## config.mk

```make
export PLATFORM = sky130hd
export DESIGN_NAME = dds_sample_gen
export DESIGN_NICKNAME = d
export VERILOG_FILES = /design/src/rtl/dds_sample_gen.sv
export SDC_FILE = /design/constraint.sdc
export NUM_CORES = 1
export LEC_CHECK = 0
export BUFFER_PORTS_ARGS = -buffer_cell sky130_fd_sc_hd__buf_2
export CAP_MARGIN = 20
export CORE_MARGIN = 2
export CORE_UTILIZATION = 58
export CTS_BUF_LIST = sky130_fd_sc_hd__clkbuf_16
export CTS_CLUSTER_DIAMETER = 50
export CTS_CLUSTER_SIZE = 25
export DETAILED_ROUTE_END_ITERATION = 12
export GPL_TIMING_DRIVEN = 0
export PLACE_DENSITY = 0.84
export RECOVER_POWER = 25
export SETUP_SLACK_MARGIN = 0.05
export SLEW_MARGIN = 20
export SYNTH_ARGS = -nofsm -noshare
export SYNTH_HDL_FRONTEND = slang
export SYNTH_SLANG_ARGS = --single-unit
```

## constraint.sdc

```tcl
create_clock -name sysclk -period 2.85 [get_ports sysclk]
set_clock_uncertainty 0.05 [all_clocks]
set_input_delay 0.1425 -clock sysclk [delete_from_list [all_inputs] [get_ports sysclk]]
set_output_delay 0.1425 -clock sysclk [all_outputs]
set_load 0.05 [all_outputs]
```

## src/rtl/dds_sample_gen.sv

```systemverilog
// dds_sample_gen: programmable-rate sample strobe, phase accumulator and
// four-mode waveform generator with mid-scale attenuation for the DAC/PWM path.
module dds_sample_gen #(
    parameter int DATA_W  = 10,
    parameter int ADDR_W  = 10,
    parameter int PHASE_W = 20,
    parameter int DIV_W   = 16
) (
    input  logic               sysclk,
    input  logic               rst_n,
    input  logic               enable,
    input  logic [DIV_W-1:0]   div_val,
    input  logic [PHASE_W-1:0] phase_inc,
    input  logic [1:0]         mode,
    input  logic [1:0]         atten,
    output logic [ADDR_W-1:0]  rom_addr,
    input  logic [DATA_W-1:0]  rom_data,
    output logic               tick,
    output logic [DATA_W-1:0]  sample,
    output logic               sample_valid
);

    typedef enum logic [1:0] {
        MODE_SINE   = 2'b00,
        MODE_SAW    = 2'b01,
        MODE_TRI    = 2'b10,
        MODE_SQUARE = 2'b11
    } mode_e;

    localparam logic [DATA_W:0]   FULL_SCALE = {1'b1, {DATA_W{1'b0}}};
    localparam logic [DATA_W-1:0] MID_SCALE  = {1'b1, {(DATA_W-1){1'b0}}};

    logic [DIV_W-1:0]   cnt_q, cnt_d;
    logic [DIV_W-1:0]   last_cnt;
    logic               tick_q, tick_d;
    logic [PHASE_W-1:0] phase_q, phase_d;
    logic               v1_q, v2_q;
    logic [DATA_W:0]    pcap_q, pcap_d;
    logic [DATA_W-1:0]  sample_q, sample_d;
    logic               sample_valid_q;
    logic [DATA_W-1:0]  wave;
    logic [DATA_W-1:0]  tri_base;
    logic [DATA_W:0]    offset;

    // Divider: the >= compare lets a lowered div_val wrap on the next enabled cycle.
    always_comb begin
        last_cnt = (div_val < DIV_W'(2)) ? DIV_W'(1) : div_val - DIV_W'(1);
        tick_d   = 1'b0;
        cnt_d    = cnt_q;
        if (enable) begin
            if (cnt_q >= last_cnt) begin
                tick_d = 1'b1;
                cnt_d  = '0;
            end else begin
                cnt_d = cnt_q + DIV_W'(1);
            end
        end
    end

    always_comb begin
        phase_d = phase_q;
        if (tick_q) begin
            phase_d = phase_q + phase_inc;
        end
    end

    // Only the top DATA_W+1 phase bits feed the waveform shapers.
    always_comb begin
        pcap_d = pcap_q;
        if (v1_q) begin
            pcap_d = phase_q[PHASE_W-1 -: DATA_W+1];
        end
    end

    always_comb begin
        tri_base = pcap_q[DATA_W-1:0];
        case (mode)
            MODE_SINE:   wave = rom_data;
            MODE_SAW:    wave = pcap_q[DATA_W:1];
            MODE_TRI:    wave = pcap_q[DATA_W] ? ~tri_base : tri_base;
            MODE_SQUARE: wave = {DATA_W{pcap_q[DATA_W]}};
            default:     wave = rom_data;
        endcase
    end

    // Attenuated swing is re-centred so that mid-scale stays at mid-scale.
    always_comb begin
        offset   = (FULL_SCALE - (FULL_SCALE >> atten)) >> 1;
        sample_d = sample_q;
        if (v2_q) begin
            sample_d = DATA_W'({1'b0, wave >> atten} + offset);
        end
    end

    always_ff @(posedge sysclk or negedge rst_n) begin
        if (!rst_n) begin
            cnt_q          <= '0;
            tick_q         <= 1'b0;
            phase_q        <= '0;
            v1_q           <= 1'b0;
            v2_q           <= 1'b0;
            pcap_q         <= '0;
            sample_q       <= MID_SCALE;
            sample_valid_q <= 1'b0;
        end else begin
            cnt_q          <= cnt_d;
            tick_q         <= tick_d;
            phase_q        <= phase_d;
            v1_q           <= tick_q;
            v2_q           <= v1_q;
            pcap_q         <= pcap_d;
            sample_q       <= sample_d;
            sample_valid_q <= v2_q;
        end
    end

    assign rom_addr     = phase_q[PHASE_W-1 -: ADDR_W];
    assign tick         = tick_q;
    assign sample       = sample_q;
    assign sample_valid = sample_valid_q;

endmodule

```

==> flow_summary.ini, run 1 <==
[synth]
syn_area_um2 = 4900
synth_area_leaders = dfrtp_1 (31%), ha_1 (10%), mux2_2 (7.6%)
synthAdderAreaFrac = 0.110
muxShareOfSynthArea = 0.0962
synth_compound_area_frac = 0.199
yosysTopAreaCell = dfrtp_1
synth_top_family_by_area = compound AO/OA/AOI/OAI gates
async_reset_ff_frac = 1.00
synth_xor_area_frac = 0.0536
syn_area_per_cell_um2 = 9.02
synth_top_area_frac = 0.306
ys_seq_elements = 61
ys_seq_area_frac = 0.311
synth_cell_types = 63
synth-simple-area-share = 0.176
synth_edf_count = 0
yosys_most_used_dff = dfrtp_1
postSynthCellCount = 544
synth-warning-count = 0
syn-num-nets = 639

[setup_path]
critPathMaxFanout = 6
critPathCaptureType = flip-flop
reg2reg_slack_ns = 0.11
cp_slowest_cell = or4_4
worst-path-buf-inv = 5
cp_top_family = simple AND/OR/NAND/NOR gates
cp.required_ns = 3.06
path_cells = buf_6, or4_4, nor4_4, nand2b_1, or4b_4, or2_1, buf_6, buf_8, nand2_4, ha_4, and4_4, a221oi_4, a21o_1, o211ai_1, buf_4, and2_4, buf_8, nor2_4
start_kind = input pin
crit_type = in2reg
crit_arrival_ns = 3.73
cpPeakStageDelay_ns = 0.56

[power_and_ir_drop]
power.leakage_nw = 2.91
peakVddDrop_mv = 0.322
pwr_density_cell_nw_per_um2 = 403

[place]
dp_hpwl_um = 8900
gp_congestion = 0.913
place_area_um2 = 5460
port_buffers = 72
dp.cells = 721

[clock_network]
clk_pin_slew_ns = 0.06
cts_tree = built
htreeDepth = 3
cts_buffers = 9
root_buffer = clkbuf_16
cts.sinks = 61
cts_buffer_depth = 2
clkLatencyLatePin_ns = 0.33

[layout]
fin_area_um2 = 6150
fin_nets = 738
regArea_um2 = 1530
n_antenna_cell = 0
multi_input_area_um2 = 3400
layout_commonest_cell = buf_2
final_cell_mix = buf_2 (63), dfrtp_1 (59), nor2_1 (43)
fin_cells = 753
drive_gt1_frac = 0.293
fill_cells = 556
synthToLayoutAreaGrowth_pct = 25.5

[timing]
max_freq_mhz = 284
relSlewSlack = -0.0270
report.final.slew_viol_count = 62
rsz0062_at_grt = true
setup_tns_ns = -10.36
min_period_over_period = 1.23
finalWorstSetupSlack_ns = -0.668
tightestPinTransition_ns = 1.54
hold-worst-slack_ns = 0.128
setup_violations = 17
finalHoldViolCount = 0
min_period_ns = 3.52

[job]
max_cap_viol_count = 1

[global_routing]
antenna_found_initial = 0
grt_pass1_wl_um = 21300
first_global_vias = 4561
grt_max_degree = 62
gr-total-overflow = 0
grtUsageTotal = 0.298

[status]
run_status = finished with violations
violations = capacitance limit, slew limit, setup timing

[route]
via_per_inst = 6.46
routed_wl_um = 14300
avgRoutedWirePerCell_um = 18.9
vias = 4865
ant_nets = 0
firstDrtPassIters = 6
drt_iter0_markers = 475
drc = 0

[floorplan]
rows = 33
coreArea_um2 = 8220
die_area_um2 = 9210
start_util = 0.597
die_y_um = 96.0
ioPinCount = 75
dieWidth_um = 96.0

[min_path]
hold_path_class = in2reg
state kept, by name (all words and copies together), names as in the netlist:
| name | count |
|---|---|
| cnt_q | 16 |
| pcap_q | 11 |
| phase_q | 20 |
| sample | 10 |
| sample_valid | 1 |
| tick | 1 |
| v1_q | 1 |
| v2_q | 1 |
worst paths after layout:
| check | startpoint | to | cells after the start |
|---|---|---|---|
| worst max-delay path | div_val[9] | cnt_q[15]$_DFFE_PN0P_ | 18 |
| worst min-delay path | phase_inc[0] | phase_q[0]$_DFFE_PN0P_ | 3 |
| worst max register to register | pcap_q[10]$_DFFE_PN0P_ | sample[8]$_DFFE_PN0P_ | 10 |
| worst min register to register | v1_q$_DFF_PN0_ | v2_q$_DFF_PN0_ | 0 |
| max in group asynchronous | rst_n | pcap_q[10]$_DFFE_PN0P_ | 2 |
| min in group asynchronous | rst_n | phase_q[7]$_DFFE_PN0P_ | 2 |
logic make-up after synthesis:
| logic type | after synthesis |
|---|---|
| fa+ha+maj | 42 |
| xor+xnor | 30 |
| mux | 43 |
| buf+inv | 56 |
| compound gates | 136 |
| flops | 61 |
| simple gates | 176 |
cells in the mapped netlist (all sizes together) (5+ instances only):
cell / n
nand4: 6
mux2: 33
o22ai: 10
ha: 40
clkbuf: 20
buf: 16
a211oi: 11
nor4: 5
o21a: 7
nor3: 9
xnor2: 15
nor2: 55
o211a: 8
dfrtp: 60
nand2b: 7
and3: 6
a21oi: 24
a311oi: 8
a211o: 5
inv: 19
nand3: 13
nand2: 49
o21ai: 17
xor2: 15
mux2i: 10
a21o: 11
per-layer routing:
layer  vias to the layer above  routed length, um  global-route usage
li1                       2187                  -                   -
met3                        80               1030              0.0454
met5                         -                  0                   0
met4                         0                627               0.126
met2                       303               6890               0.515
met1                      2295               5720               0.371
timing repair:
item,CTS,global route
cloned,2,0
pin swaps,10,3
setup buffers,12,2
endpoints found under the hold margin,60,0
gates resized for setup,36,29
hold buffers,1,0
setup endpoints to repair,20,20
cell type report:
cell class,count,share of cell area
Multi-Input combinational cell,427,0.552
Sequential cell,61,0.248
Timing Repair Buffer,89,0.0895
Clock buffer,9,0.0366
Buffer,35,0.0325
Tap cell,105,0.0214
Inverter,20,0.0122
Clock inverter,7,0.00712
worst reg2reg max path: cells and delay by family (launching register included):
kind | cells | cell delay (ns)
flip-flops | 1 | 0.45
buffers and inverters | 2 | 0.30
multiplexers | 2 | 0.55
adder cells (fa/ha/maj) | 2 | 0.55
AO/OA/AOI/OAI | 3 | 0.60
XOR/XNOR | 1 | 0.13
report_power, final:
group / switching [mW] / internal, mW
clock network: 0.400 / 0.581
registers: 0.0688 / 0.904
logic: 0.283 / 0.242
total: 0.753 / 1.73
metrics by stage:
stage / worst slack [ns] / power (mW) / utilization
3_5_place_dp: -1.05 / 1.43 / 0.664
4_1_cts: -0.466 / 2.44 / 0.735
5_1_grt: -0.736 / 2.60 / 0.749
2_1_floorplan: -0.511 / 1.28 / -
3_3_place_gp: -0.901 / 1.40 / 0.664
6_report: -0.668 / 2.48 / 0.749
No activity file was read; power rests on OpenSTA's default activity.
==> run 2, diff against run 1 <==
--- a/config.mk
+++ b/config.mk
@@ -5,16 +5,17 @@
 export SDC_FILE = /design/constraint.sdc
 export NUM_CORES = 1
 export LEC_CHECK = 0
+export ABC_AREA = 1
 export BUFFER_PORTS_ARGS = -buffer_cell sky130_fd_sc_hd__buf_2
 export CAP_MARGIN = 20
 export CORE_MARGIN = 2
-export CORE_UTILIZATION = 58
+export CORE_UTILIZATION = 59
 export CTS_BUF_LIST = sky130_fd_sc_hd__clkbuf_16
 export CTS_CLUSTER_DIAMETER = 50
 export CTS_CLUSTER_SIZE = 25
 export DETAILED_ROUTE_END_ITERATION = 12
 export GPL_TIMING_DRIVEN = 0
-export PLACE_DENSITY = 0.84
+export PLACE_DENSITY = 0.85
 export RECOVER_POWER = 25
 export SETUP_SLACK_MARGIN = 0.05
 export SLEW_MARGIN = 20
==> run 2 against run 1 <==
Compared with the run above: the flow finishes with violations (capacitance limit, slew limit); hold slack worse by 0.026 ns; core utilization shrank 5.3 points; global-route usage shrank 3.5 points; synthesized area up 5.2%; maximum frequency grew 44%; largest cell class unchanged.
==> flow_summary.ini, run 2 <==
[layout]
synthToLayoutAreaGrowth_pct = 15.9
fin_area_um2 = 5980
largest_reg_flops = 20
top_regs = phase_q (20), cnt_q (16), pcap_q (11)
drive_gt1_frac = 0.153
final_cell_mix = nand2_1 (257), nand3_1 (82), inv_1 (78)
layout_commonest_cell = nand2_1
fill_cells = 744
fin_nets = 947
regMostFlops = phase_q
n_antenna_cell = 0

[route]
drc = 0
firstDrtPassIters = 7
avgRoutedWirePerCell_um = 12.5
vias = 5162
ant_nets = 0
drt_iter0_markers = 313
routed_wl_um = 12100
via_per_inst = 5.35

[clock_network]
htreeDepth = 3
clkLatencyLatePin_ns = 0.32
cts_buffer_depth = 2
cts_buffers = 9
post_cts_buffers = 0
cts.sinks = 61
root_buffer = clkbuf_16
clk_pin_slew_ns = 0.05
cts_tree = built

[synth]
synth-simple-area-share = 0.399
syn_area_per_cell_um2 = 6.73
synth_cell_types = 40
synth_top_family_by_area = simple AND/OR/NAND/NOR gates
syn_area_um2 = 5160
synth_most_common_cell = nand2_1
ys_seq_elements = 61
syn-num-nets = 862
yosysTopAreaCell = dfrtp_1
synth_area_leaders = dfrtp_1 (29%), nand2_1 (19%), ha_1 (9.7%)
async_reset_ff_frac = 1.00
muxShareOfSynthArea = 0.00218
synth_top_cells_by_count = nand2_1 (257), nand3_1 (83), inv_1 (76), nor2_1 (67), dfrtp_1 (60)
synth_xor_area_frac = 0.0374
synth-warning-count = 0
synthAdderAreaFrac = 0.105
synth_compound_area_frac = 0.0674
yosys_most_used_dff = dfrtp_1
postSynthCellCount = 767
synth_top_area_frac = 0.291
synth_edf_count = 0
ys_seq_area_frac = 0.296

[min_path]
hold_path_class = in2reg
hold-path-cell-count = 3
min_to = sample[0]$_DFFE_PN0P_
worstHoldStart = atten[1]

[setup_path]
reg2reg_slack_ns = 0.40
reg2reg_depth = 13
critPathCaptureType = flip-flop
start_kind = flip-flop
cp_slowest_cell = dfrtp_1
path_cells = clkinv_1, nand2_1, nand3_1, nand4_1, nand3_1, nand2_1, nand2_1, o21ai_1, ha_1, inv_1, fa_1, xor2_1, o21ai_0
cp.required_ns = 3.02
crit_type = reg2reg
reg2reg_from = pcap_q[10]$_DFFE_PN0P_
worst_path_most_repeated_cell = nand2_1
cp_top_family = simple AND/OR/NAND/NOR gates
crit_arrival_ns = 2.62
cpPeakStageDelay_ns = 0.38
worst-path-buf-inv = 2
critPathMaxFanout = 10
timing.rr.end = sample[8]$_DFFE_PN0P_

[timing]
tightestPinTransition_ns = 1.54
rsz0062_at_grt = false
setup_violations = 0
setup_tns_ns = 0
finalWorstSetupSlack_ns = 0.403
min_period_ns = 2.45
hold-worst-slack_ns = 0.102
min_period_over_period = 0.859
relSlewSlack = -0.0297
report.final.slew_viol_count = 62
finalHoldViolCount = 0
max_freq_mhz = 409

[global_routing]
first_global_vias = 4872
gr-total-overflow = 0
grtUsageTotal = 0.263
antenna_found_initial = 0
grt_pass1_wl_um = 21100
grt_max_degree = 62

[place]
port_buffers = 73
dp_worst_setup_slack_ns = 0.0107
place_area_um2 = 5660
gp_congestion = 0.937
dp_hpwl_um = 9250

[power_and_ir_drop]
pwr-share-comb = 0.524
p_sw_mw = 2.58
p_seq_frac = 0.271
power.leakage_nw = 3.21
peakVddDrop_mv = 0.421
p_int_mw = 2.96
p_sw_frac = 0.466
p_clk_frac = 0.205
pwr_density_cell_nw_per_um2 = 926
p_total_mw = 5.54

[job]
max_cap_viol_count = 1

[status]
violations = capacitance limit, slew limit
run_status = finished with violations

[floorplan]
rows = 34
coreArea_um2 = 8590
die_y_um = 97.5
die_area_um2 = 9510
start_util = 0.600
dieWidth_um = 97.5
ioPinCount = 75
run 2: cell types whose count changed after synthesis, sizes merged, moves of 12 or more:
cell    previous run  this run
o21ai             17        33
nor2              55        73
or2                2        14
inv               19        80
mux2              33         1
nand3             13        87
clkbuf            20         7
nand2             49       259
run 2: kinds of logic (layout without fill, tap and decap cells):
kind of cell / count (synthesis) / count (layout)
simple gates: 467 / 467
buf+inv: 109 / 199
compound gates: 65 / 65
flops: 61 / 61
fa+ha+maj: 42 / 42
xor+xnor: 22 / 22
mux: 1 / 1
run 2: tightest hold or removal path, stage by stage:
cell	delay, ns
buf_4	0.15
nand2_1	0.08
a21oi_1	0.06
run 2: stage by stage:
step,cells,utilization
after detailed placement,948,0.659
after global routing,965,0.696
after CTS,965,0.696
after global placement,948,0.659
final,965,0.696
after floorplan,767,-
run 2: power groups by stage:
stage	registers (mW)	logic (mW)	clock network, mW
2_1_floorplan	1.67	2.06	0
3_3_place_gp	1.49	2.80	0
3_5_place_dp	1.51	2.87	0
4_1_cts	1.50	2.91	1.15
5_1_grt	1.55	3.25	1.19
6_report	1.50	2.90	1.14
run 2: final cells by class:
cell class | count | area [um2] | share of cell area
multi-input cells | 597 | 3160 | 0.529
repair buffers | 74 | 367 | 0.0613
flip-flops and latches | 61 | 1530 | 0.256
clock inverters | 7 | 82.6 | 0.0138
clock buffers | 9 | 225 | 0.0377
well taps | 108 | 135 | 0.0226
inverters | 83 | 314 | 0.0525
plain buffers | 26 | 166 | 0.0278
run 2: worst max-delay path by stage:
stage / startpoint / endpoint / slack (ns) / cells after the start
after floorplan: div_val[0] / cnt_q[3]$_DFFE_PN0P_ / 0.59 / 17
after global placement: div_val[0] / cnt_q[3]$_DFFE_PN0P_ / 0.15 / 18
after detailed placement: div_val[0] / cnt_q[11]$_DFFE_PN0P_ / 0.01 / 18
after CTS: div_val[0] / cnt_q[3]$_DFFE_PN0P_ / 0.34 / 18
after global routing: div_val[0] / cnt_q[15]$_DFFE_PN0P_ / 0.08 / 19
final: pcap_q[10]$_DFFE_PN0P_ / sample[8]$_DFFE_PN0P_ / 0.40 / 13
run 2: metal layers:
layer / GRT usage / part of all wire / vias to the layer above
met5: 0 / 0 / -
met4: 0.0748 / 0.011 / 0
met3: 0.0460 / 0.057 / 14
met2: 0.451 / 0.49 / 154
met1: 0.343 / 0.45 / 2365
li1: - / - / 2629
run 2: timing repair:
item                                    CTS  global route
resized for setup                         0             2
endpoints found under the setup margin    0             9
hold buffers                              1             0
endpoints found under the hold margin    60             0
